[src/rtl/fetch_unit_pkg.sv]
`default_nettype none
// +--------------------------------------------------------------------------+
// | Module   : fetch_unit_pkg                                                |
// | Purpose  : Shared definitions for the instruction fetch stage: FSM state |
// |            encoding, default reset PC / HALT opcode and PC arithmetic.   |
// | Ports    : none (package)                                                |
// | Revision : 1.0 - initial release                                         |
// +--------------------------------------------------------------------------+
package fetch_unit_pkg;

    // Fetch sequencer states, 2-bit encoding.
    typedef enum logic [1:0] {
        S_BOOT = 2'd0,
        S_REQ  = 2'd1,
        S_WAIT = 2'd2,
        S_HALT = 2'd3
    } fetch_state_e;

    localparam logic [15:0] c_reset_pc_def = 16'h0000;
    localparam logic [4:0]  c_halt_op_def  = 5'b00000;

    // Next sequential instruction address; wraps modulo 2^16.
    function automatic logic [15:0] pc_plus2(input logic [15:0] pc);
        return pc + 16'd2;
    endfunction

endpackage

`default_nettype wire

[src/rtl/fetch_unit_pc_reg.sv]
`default_nettype none
// +--------------------------------------------------------------------------+
// | Module   : fetch_unit_pc_reg                                             |
// | Purpose  : 16-bit program counter with redirect / increment mux.         |
// |            Redirect has priority over increment. Bit 0 is always zero.   |
// | Ports    : clk, rst_n       clock, asynchronous active-low reset         |
// |            redir_i         load redir_pc_i (bit 0 forced low)            |
// |            redir_pc_i      redirect target                               |
// |            inc_i           advance PC by 2 (mod 2^16)                    |
// |            pc_o            current PC                                    |
// | Revision : 1.0 - initial release                                         |
// +--------------------------------------------------------------------------+
module fetch_unit_pc_reg
    import fetch_unit_pkg::*;
#(
    parameter logic [15:0] RESET_PC = c_reset_pc_def
) (
    input  logic        clk,
    input  logic        rst_n,
    input  logic        redir_i,
    input  logic [15:0] redir_pc_i,
    input  logic        inc_i,
    output logic [15:0] pc_o
);

    logic [15:0] pc_q;
    logic [15:0] pc_d;

    always_comb begin
        pc_d = pc_q;
        if (redir_i) begin
            pc_d = redir_pc_i & 16'hFFFE;
        end else if (inc_i) begin
            pc_d = pc_plus2(pc_q);
        end
    end

    always_ff @(posedge clk or negedge rst_n) begin
        if (!rst_n) begin
            pc_q <= RESET_PC & 16'hFFFE;
        end else begin
            pc_q <= pc_d;
        end
    end

    assign pc_o = pc_q;

endmodule

`default_nettype wire

[src/rtl/fetch_unit.sv]
`default_nettype none
// +--------------------------------------------------------------------------+
// | Module   : fetch_unit                                                    |
// | Purpose  : Instruction fetch stage. Issues one 16-bit read at a time,    |
// |            holds the fetched word until the decoder accepts it, follows  |
// |            branch/jump redirects and stops after delivering HALT.        |
// | Ports    : clk, rst_n                 clock, async active-low reset      |
// |            imem_req/addr/ready       read request handshake             |
// |            imem_rvalid/rdata         read response (1 per request)      |
// |            redirect_vld/pc           taken branch/jump                  |
// |            dec_ready                 decoder accepts instr              |
// |            instr_vld/instr/opcode    output register to decoder         |
// |            pc_out/pc_inc             address of instr and +2            |
// |            halted                    HALT delivered, fetch stopped      |
// | Revision : 1.0 - initial release                                         |
// +--------------------------------------------------------------------------+
module fetch_unit
    import fetch_unit_pkg::*;
#(
    parameter logic [15:0] RESET_PC = c_reset_pc_def,
    parameter logic [4:0]  HALT_OP  = c_halt_op_def
) (
    input  logic        clk,
    input  logic        rst_n,
    output logic        imem_req,
    output logic [15:0] imem_addr,
    input  logic        imem_ready,
    input  logic        imem_rvalid,
    input  logic [15:0] imem_rdata,
    input  logic        redirect_vld,
    input  logic [15:0] redirect_pc,
    input  logic        dec_ready,
    output logic        instr_vld,
    output logic [15:0] instr,
    output logic [4:0]  opcode,
    output logic [15:0] pc_out,
    output logic [15:0] pc_inc,
    output logic        halted
);

    fetch_state_e state_q, state_d;

    logic        squash_q,    squash_d;
    logic        instr_vld_q, instr_vld_d;
    logic [15:0] instr_q,     instr_d;
    logic [15:0] pc_out_q,    pc_out_d;
    logic        halted_q,    halted_d;

    logic [15:0] pc;
    logic        pc_redir;
    logic        pc_inc_en;
    logic        xfer;
    logic        req_ok;

    // A redirect kills the held instruction, so it can never transfer in
    // the same cycle.
    assign xfer   = instr_vld_q & dec_ready & ~redirect_vld;
    // Only request when the output register is free (or frees this cycle),
    // so a returning word always has somewhere to land.
    assign req_ok = ~redirect_vld & (~instr_vld_q | xfer);

    assign imem_req  = (state_q == S_REQ) & req_ok;
    assign imem_addr = pc;

    fetch_unit_pc_reg #(
        .RESET_PC (RESET_PC)
    ) u_pc_reg (
        .clk        (clk),
        .rst_n      (rst_n),
        .redir_i    (pc_redir),
        .redir_pc_i (redirect_pc),
        .inc_i      (pc_inc_en),
        .pc_o       (pc)
    );

    always_comb begin
        state_d     = state_q;
        squash_d    = squash_q;
        instr_vld_d = instr_vld_q & ~(xfer | redirect_vld);
        instr_d     = instr_q;
        pc_out_d    = pc_out_q;
        halted_d    = halted_q;
        pc_redir    = 1'b0;
        pc_inc_en   = 1'b0;

        case (state_q)
            S_BOOT: begin
                state_d = S_REQ;
            end

            S_REQ: begin
                if (redirect_vld) begin
                    pc_redir = 1'b1;
                end else if (imem_req && imem_ready) begin
                    state_d = S_WAIT;
                end
            end

            S_WAIT: begin
                if (imem_rvalid) begin
                    if (redirect_vld) begin
                        // Response belongs to the old path: drop it and
                        // restart from the target; nothing left in flight.
                        pc_redir = 1'b1;
                        squash_d = 1'b0;
                        state_d  = S_REQ;
                    end else if (squash_q) begin
                        squash_d = 1'b0;
                        state_d  = S_REQ;
                    end else begin
                        instr_d     = imem_rdata;
                        pc_out_d    = pc;
                        instr_vld_d = 1'b1;
                        pc_inc_en   = 1'b1;
                        state_d     = (imem_rdata[15:11] == HALT_OP) ? S_HALT : S_REQ;
                    end
                end else if (redirect_vld) begin
                    // Read still outstanding: remember to discard its data.
                    pc_redir = 1'b1;
                    squash_d = 1'b1;
                end
            end

            S_HALT: begin
                if (!halted_q) begin
                    if (redirect_vld) begin
                        pc_redir = 1'b1;
                        state_d  = S_REQ;
                    end else if (xfer) begin
                        halted_d = 1'b1;
                    end
                end
            end

            default: begin
                state_d = S_BOOT;
            end
        endcase
    end

    always_ff @(posedge clk or negedge rst_n) begin
        if (!rst_n) begin
            state_q <= S_BOOT;
        end else begin
            state_q <= state_d;
        end
    end

    always_ff @(posedge clk or negedge rst_n) begin
        if (!rst_n) begin
            squash_q    <= 1'b0;
            instr_vld_q <= 1'b0;
            instr_q     <= 16'h0000;
            pc_out_q    <= 16'h0000;
            halted_q    <= 1'b0;
        end else begin
            squash_q    <= squash_d;
            instr_vld_q <= instr_vld_d;
            instr_q     <= instr_d;
            pc_out_q    <= pc_out_d;
            halted_q    <= halted_d;
        end
    end

    assign instr_vld = instr_vld_q;
    assign instr     = instr_q;
    assign opcode    = instr_q[15:11];
    assign pc_out    = pc_out_q;
    assign pc_inc    = pc_plus2(pc_out_q);
    assign halted    = halted_q;

endmodule

`default_nettype wire
[config.mk]
export PLATFORM = sky130hd
export DESIGN_NAME = fetch_unit
export DESIGN_NICKNAME = d
export VERILOG_FILES = /design/src/rtl/fetch_unit_pkg.sv /design/src/rtl/fetch_unit_pc_reg.sv /design/src/rtl/fetch_unit.sv
export SDC_FILE = /design/constraint.sdc
export NUM_CORES = 1
export LEC_CHECK = 0
export CELL_PAD_IN_SITES_DETAIL_PLACEMENT = 0
export CELL_PAD_IN_SITES_GLOBAL_PLACEMENT = 1
export CORE_MARGIN = 8
export CORE_UTILIZATION = 35
export CTS_CLUSTER_DIAMETER = 80
export DETAILED_ROUTE_END_ITERATION = 16
export PLACE_DENSITY = 0.93
export SYNTH_ARGS = -nofsm -noshare
export SYNTH_HDL_FRONTEND = slang
export SYNTH_HIERARCHICAL = 1
export SYNTH_SLANG_ARGS = --single-unit
[constraint.sdc]
create_clock -name clk -period 5.6 [get_ports clk]
set_clock_uncertainty 0.05 [all_clocks]
set_input_delay 1.12 -clock clk [delete_from_list [all_inputs] [get_ports clk]]
set_output_delay 1.12 -clock clk [all_outputs]
set_load 0.005 [all_outputs]
After elaboration in Yosys (flattened, before gate mapping) --
Index checks and enable logic that the tools add are counted.
Word-level totals: register bits 53, bits of input ports 38, output and inout port bits 72, logic and storage cells 64
Cells by class: add/sub/neg operators 2, eq/ne operators 8, multiplexer cells 27, bitwise logic cells 11, reduce and logical (&&, ||, !) cells 9
Operators by type and width (count):
- 16-bit by 2-bit adder with 16-bit output, second input constant | 2
- 16-bit two-way mux | 2
- 2-bit two-way mux | 8
- 1-bit two-way mux | 15
- 2-bit != test, second input constant | 4
- 2-bit case mux with 4 select lines | 1
- 1-bit AND | 5
- 5-bit logical NOT | 1
- 5-bit AND reduction | 1
- 2-bit == test, second input constant | 2
- 1-bit inverter | 4
- 4-bit AND reduction | 1
- 2-bit nonzero test | 2
- 2-bit by 1-bit == test with 1-bit output, second input constant | 1
- 2-bit logical NOT | 1
- 2-bit by 1-bit != test with 1-bit output, second input constant | 1
- 1-bit bitwise OR | 2
- 1-bit case mux with 2 select lines | 1
- 2-bit AND reduction | 1
- 2-bit OR reduction | 1
- 1-bit logical AND | 1

Depth between registers and ports, before layout --
Gate-level depths: netlist (run 1).
depth after elaboration 9, depth in mapped cells 10, gate-level depth less buffers 7

By module --
The synthesis (run 1) kept the hierarchy.
Modules (own cells, without submodules):
- fetch_unit | times used 1, cells each 147, area an instance 1839.3 µm², sequential area each 925.9 µm²
- fetch_unit_pc_reg | times used 1, cells each 98, area an instance 908.4 µm², sequential area each 375.4 µm²

Worst setup path after synthesis (run 1) --
No wires, ideal clock.
kind input to register, from input redirect_vld, to register u_pc_reg.pc_q[12], in the netlist u_pc_reg/pc_o[12], setup time 126 ps, arrival time 2787 ps, required time 5424 ps, setup slack 2637 ps, stages on the path 8, path buffers 4, cells stage by stage buf_4 > nor3_4 > buf_6 > buf_6 > nand4_2 > buf_6 > o311a_2 > a221o_1
Between the ends: cells in the longest elaborated chain, start to end 4, elaborated cells on any way between the ends 8, those cells by class 7 x mux; 1 x reduce/logical
RTL lines:
- start, declared | line fetch_unit.sv:30 | input logic redirect_vld,
- 1-bit two-way mux | line fetch_unit.sv:101 | if (redirect_vld) begin
- 1-bit two-way mux | line fetch_unit.sv:100 | if (imem_rvalid) begin
- 1-bit two-way mux | line fetch_unit.sv:86 | case (state_q)
- via pc_inc_en | line fetch_unit.sv:51 | logic pc_inc_en;
- 2-bit nonzero test (no source line)
- end signal, assigned | line fetch_unit_pc_reg.sv:40 | pc_q <= RESET_PC & 16'hFFFE;
- end signal, assigned | line fetch_unit_pc_reg.sv:42 | pc_q <= pc_d;
- end, declared | line fetch_unit_pc_reg.sv:26 | logic [15:0] pc_q;
The timed path passes the listed nets, and every way through them passes these cells. A chain may end at the register's enable or synchronous reset.

Worst setup path after layout (run 1) --
from input redirect_vld, to output imem_req
Between the ends: cells in the longest elaborated chain, start to end 5
RTL lines:
- 1-bit inverter (no source line) *
- 1-bit AND | line fetch_unit.sv:57 | assign xfer = instr_vld_q & dec_ready & ~redirect_vld;
- 1-bit bitwise OR | line fetch_unit.sv:60 | assign req_ok = ~redirect_vld & (~instr_vld_q | xfer);
- 1-bit AND * | line fetch_unit.sv:60
- 1-bit AND * | line fetch_unit.sv:62 | assign imem_req = (state_q == S_REQ) & req_ok;
- end, declared | line fetch_unit.sv:25 | output logic imem_req,
Mark *: on every way between the ends. The rest lies on a longest branch, timed or not.

==> qor.yml, run 1 <==
status: "complete, no violations"
hold_violations: 0
row_count: 32
required_ps: 4430
die_h_um: 105
synth_edf_count: 0
track_usage_pct: 13.0
slew_headroom_pct: 55.5
met3_usage_pct: 3.81
cts_tree: "yes"
layout.cells.non_filler: 449
wl_per_cell_um: 16.2
io_pins: 110
drive_above_1_share_pct: 15.9
drcViolationCount: 0
core_um2: 7690
netlist_area_um2: 2750
ys_warn_count: 6
grt_overflow: 0
setup_violations: 0
tns_ps: 0
dp.cells: 441
synth_async_sr_flop_share_pct: 100
syn-num-nets: 289
internal-power_uw: 1270
grt_use_met1_pct: 15.9
gp_congestion: 0.790
finalCritPeriodShare_pct: 65.3
area_growth_pct: 44.1
routed_wl_um: 7280
clockBufferDepth: 2
path_max_fanout: 9
yosysMostFrequentCell: "dfrtp_1"
worst_ep_arrival_time_ps: 2490
cts_sinks: 52
port_buffers: 107
share_comb_of_total_power_pct: 47.3
cts_setup_buffers: 0
ys_top_cells_by_area: "dfrtp_1, mux2_2, xnor2_1"
critPathKind: "input pin to output pin"
clk-insertion-delay-late_ps: 300
fmax_mhz: 273
cap_violations: 0
gr-usage-met2_pct: 22.1
cts_htree_levels: 2
drtPass1Iterations: 4
synth_top_area_share_pct: 47.4
crit_path_end_kind: "output pin"
rsz0062_at_grt: "false"
swShare_pct: 33.7
drt_iter0_markers: 54
p_sw_uw: 647
vias_per_cell: 5.02
ys_types: 49
synthTopCellsByCount: "dfrtp_1, mux2_2, nand2_1"
ant_nets: 0
root_buffer: "clkbuf_8"
synth_seq_area_share_pct: 47.4
vdd_ir_drop_max_mv: 0.294
vias: 2253
cts-resized-gates: 0
worst_pin_slew_ps: 668
antenna-diode-count: 0
initial_core_util_pct: 35.7
clk_pin_slew_ps: 100
die-width_um: 105
p_seq_share_pct: 38.6
synth_top_area_cell: "dfrtp_1"
grt_first_pass_wirelength_um: 11900
power_frac_clock_pct: 14.1
die_area_um2: 10900
nets: 390
grt_max_degree: 53
avgSynthCellArea_um2: 11.2
grt_pass1_vias: 2284
p_leak_uw: 0.00161
synthFlopType: "dfrtp_1"
fillers: 691
antenna_found_initial: 0
finalMaxSlewViolations: 0
holdBufCountCts: 0
cts_inserted_buffers: 5
finalCriticalPeriod_ps: 3660
powerDensity_nw_per_um2: 485
top_usage_layer: "met2"
ys_ff_latch: 52
critPathLaunchType: "input pin"
dp_hpwl_um: 5600
hold_class: "flip-flop to flip-flop"
syn_inst: 245
==> through the flow <==
step                      util [%]  hold WS, ps  instance area [um^2]  total power (uW)  setup WS [ps]
final                         51.5          469                  3960              1920           1940
after global routing          51.5          497                  3960              2060           1850
after CTS                     51.5          473                  3960              1950           1930
after detailed placement      49.9          450                  3840              1670           1790
after global placement        49.9          439                  3840              1650           1800
after floorplan                  -          448                  2750              1100           2640
==> power groups by stage <==
stage	sequential, uW	combinational, uW	clock [uW]
after floorplan	716	383	0
after global routing	774	989	295
after global placement	737	911	0
after CTS	742	930	282
final	741	909	271
after detailed placement	748	925	0
==> registers in the layout, summed over array words and instances, names as in the netlist <==
signal	flops
instr_vld	1
squash_q	1
u_pc_reg/pc_o	15
pc_out	16
state_q	2
halted	1
instr	16
==> metal layers <==
layer  part of all wire, %  vias up
li1                      -     1075
met1                    43     1118
met2                    50       55
met3                   5.5        5
met4                  0.87        0
met5                     0        -
==> worst paths after layout <==
check                                     to  slack, ps  cells after the start          from
min                                 instr[8]        470                      1      instr[8]
min reg2reg                         instr[8]        470                      1      instr[8]
max in group asynchronous   u_pc_reg/pc_o[1]       4180                      2         rst_n
min in group asynchronous          instr[11]        870                      2         rst_n
max reg2reg                u_pc_reg/pc_o[14]       2740                      8    state_q[0]
max                                 imem_req       1940                      3  redirect_vld
==> cells in the final DEF (no fill, tap or decap), types with 2 or more instances in the layout <==
master	netlist	layout
xnor2_1	11	11
or4_1	5	5
clkbuf_8	0	6
nor3_1	2	2
nor3b_2	1	2
nor2_1	9	9
or3_1	3	3
a31oi_1	6	6
o31ai_1	4	4
dfrtp_1	52	52
o41ai_1	2	2
o22ai_1	2	2
clkdlybuf4s50_1	0	106
or2_2	2	2
nand3_1	10	10
a21oi_1	4	4
inv_1	9	9
nand2_1	17	17
buf_4	8	4
xor2_1	6	6
o21ai_0	13	13
ha_1	6	6
nor2b_1	4	4
mux2_2	30	30
o211ai_1	2	2
nand4_1	5	5
==> logic make-up (layout without fill, tap and decap cells) <==
group,count (synthesis),count (layout),share of synthesized area [%]
adder cells (fa/ha/maj),6,6,2.73
AO/OA/AOI/OAI,38,38,8.97
buffers and inverters,26,128,6.28
other,1,1,0.136
flip-flops,52,52,47.4
AND/OR/NAND/NOR,74,74,16.4
XOR/XNOR,17,17,5.42
multiplexers,31,31,12.7
==> cell type report <==
type,count,area (um^2),share of cell area (%)
clock buffer,6,82.6,2.09
clock inverter,2,38.8,0.980
inverter,9,33.8,0.853
multi-input combinational,167,1280,32.3
sequential,52,1300,32.9
tap,102,128,3.22
timing repair buffer,111,1100,27.7
==> critical path, cell delays in order <==
cell	delay (ps)
clkdlybuf4s50_1	560
and3b_1	290
clkdlybuf4s50_1	510
Note: power is estimated with default switching activity, not from simulation.
==> run 2: changes to the inputs <==
--- a/config.mk
+++ b/config.mk
@@ -8,10 +8,10 @@
 export CELL_PAD_IN_SITES_DETAIL_PLACEMENT = 0
 export CELL_PAD_IN_SITES_GLOBAL_PLACEMENT = 1
 export CORE_MARGIN = 8
-export CORE_UTILIZATION = 35
+export CORE_UTILIZATION = 30
 export CTS_CLUSTER_DIAMETER = 80
 export DETAILED_ROUTE_END_ITERATION = 16
-export PLACE_DENSITY = 0.93
+export PLACE_DENSITY = 0.85
 export SYNTH_ARGS = -nofsm -noshare
 export SYNTH_HDL_FRONTEND = slang
 export SYNTH_HIERARCHICAL = 1
==> constraint.sdc (replaced) <==
create_clock -name clk -period 2.9 [get_ports clk]
set_clock_uncertainty 0.05 [all_clocks]
set_input_delay 0.58 -clock clk [delete_from_list [all_inputs] [get_ports clk]]
set_output_delay 0.58 -clock clk [all_outputs]
set_load 0.005 [all_outputs]
==> qor.yml, run 2 (synthesis gave the netlist of run 1 again) <==
ant_nets: 0
required_ps: 2270
final_common_cell: "clkdlybuf4s50_1"
utilization_pct: 44.3
vias: 2307
crit_path_end_kind: "output pin"
cap_violations: 0
clk-insertion-delay-late_ps: 300
cts_htree_levels: 2
p_leak_uw: 0.00162
wl_per_cell_um: 16.8
die-width_um: 112
critPathLaunchType: "flip-flop"
finalCriticalPeriod_ps: 2760
grt_max_degree: 24
rsz0062_at_grt: "false"
die_area_um2: 12500
cts_tree: "yes"
tns_ps: 0
row_count: 35
drcViolationCount: 0
die_h_um: 112
fmax_mhz: 362
grt_overflow: 0
path_max_fanout: 7
final_cell_mix: "clkdlybuf4s50_1, dfrtp_1, mux2_2"
holdBufCountCts: 0
drt_iter0_markers: 95
port_buffers: 107
finalMaxSlewViolations: 0
vias_per_cell: 5.00
track_usage_pct: 12.3
slew_headroom_pct: 64.5
status: "complete, no violations"
powerDensity_nw_per_um2: 945
worst_ep_arrival_time_ps: 2130
cts_inserted_buffers: 5
core_um2: 9060
drive_above_1_share_pct: 18.0
routed_wl_um: 7750
clockBufferDepth: 2
grt_first_pass_wirelength_um: 12700
cts_sinks: 52
antenna_found_initial: 0
hold_class: "input pin to asynchronous set/reset pin"
critPathKind: "flip-flop to output pin"
area_growth_pct: 46.1
nets: 394
gp_congestion: 0.738
cts_setup_buffers: 0
io_pins: 110
drtPass1Iterations: 4
grt_pass1_vias: 2469
initial_core_util_pct: 30.3
root_buffer: "clkbuf_8"
setup_violations: 0
vdd_ir_drop_max_mv: 0.302
finalCritPeriodShare_pct: 95.3
antenna-diode-count: 0
clk_pin_slew_ps: 90
dp_hpwl_um: 6100
hold_violations: 0
cts-resized-gates: 0
worst_pin_slew_ps: 533
==> run 2: per-layer routing <==
metal | routed length (um) | track usage [%] | vias up
met2 | 4020 | 22.5 | 65
met4 | 55 | 3.28 | 0
met3 | 546 | 4.00 | 2
li1 | - | - | 1091
met5 | 0 | 0 | -
met1 | 3120 | 13.3 | 1149
==> run 2: layout make-up <==
class | instances | area [um^2]
Sequential cell | 52 | 1310
Tap cell | 111 | 139
Timing Repair Buffer | 115 | 1130
Multi-Input combinational cell | 167 | 1280
Fill cell | 869 | 5050
Clock inverter | 2 | 60.1
Clock buffer | 5 | 68.8
Inverter | 9 | 33.8
==> run 2: worst max-delay path: stages, from the launching register on <==
cell and delay (ps):
dfrtp_2 440, and4_4 270, and3_2 230, nor3b_2 190, xor2_1 180, clkdlybuf4s50_1 530
==> run 2: path summary, 6_finish.rpt <==
path,start,endpoint,slack (ps),cells after the start
min in group clk,instr[6],instr[6],460,1
max in group asynchronous,rst_n,pc_out[4],1950,2
worst min-delay path,rst_n,state_q[1],200,1
worst min register to register,instr[6],instr[6],460,1
worst max register to register,state_q[0],u_pc_reg/pc_o[14],650,7
worst max-delay path,pc_out[3],pc_inc[14],140,5
==> run 2: report_power, final <==
part	leakage (uW)	switching [uW]	internal (uW)	total, uW
clock network	0.0000642	232	340	572
registers	0.000647	396	1040	1440
logic	0.000910	641	1140	1780
total	0.00162	1270	2520	3790
==> run 2: stage by stage <==
step	hold slack [ps]	power [uW]	worst slack [ps]	cell area (um^2)	instances
floorplan	234	2120	477	2750	245
global placement	440	3190	283	3880	454
detailed placement	446	3260	260	3880	454
CTS	208	3850	52.8	4010	461
global route	218	4060	0.193	4020	461
finish	202	3790	136	4020	461
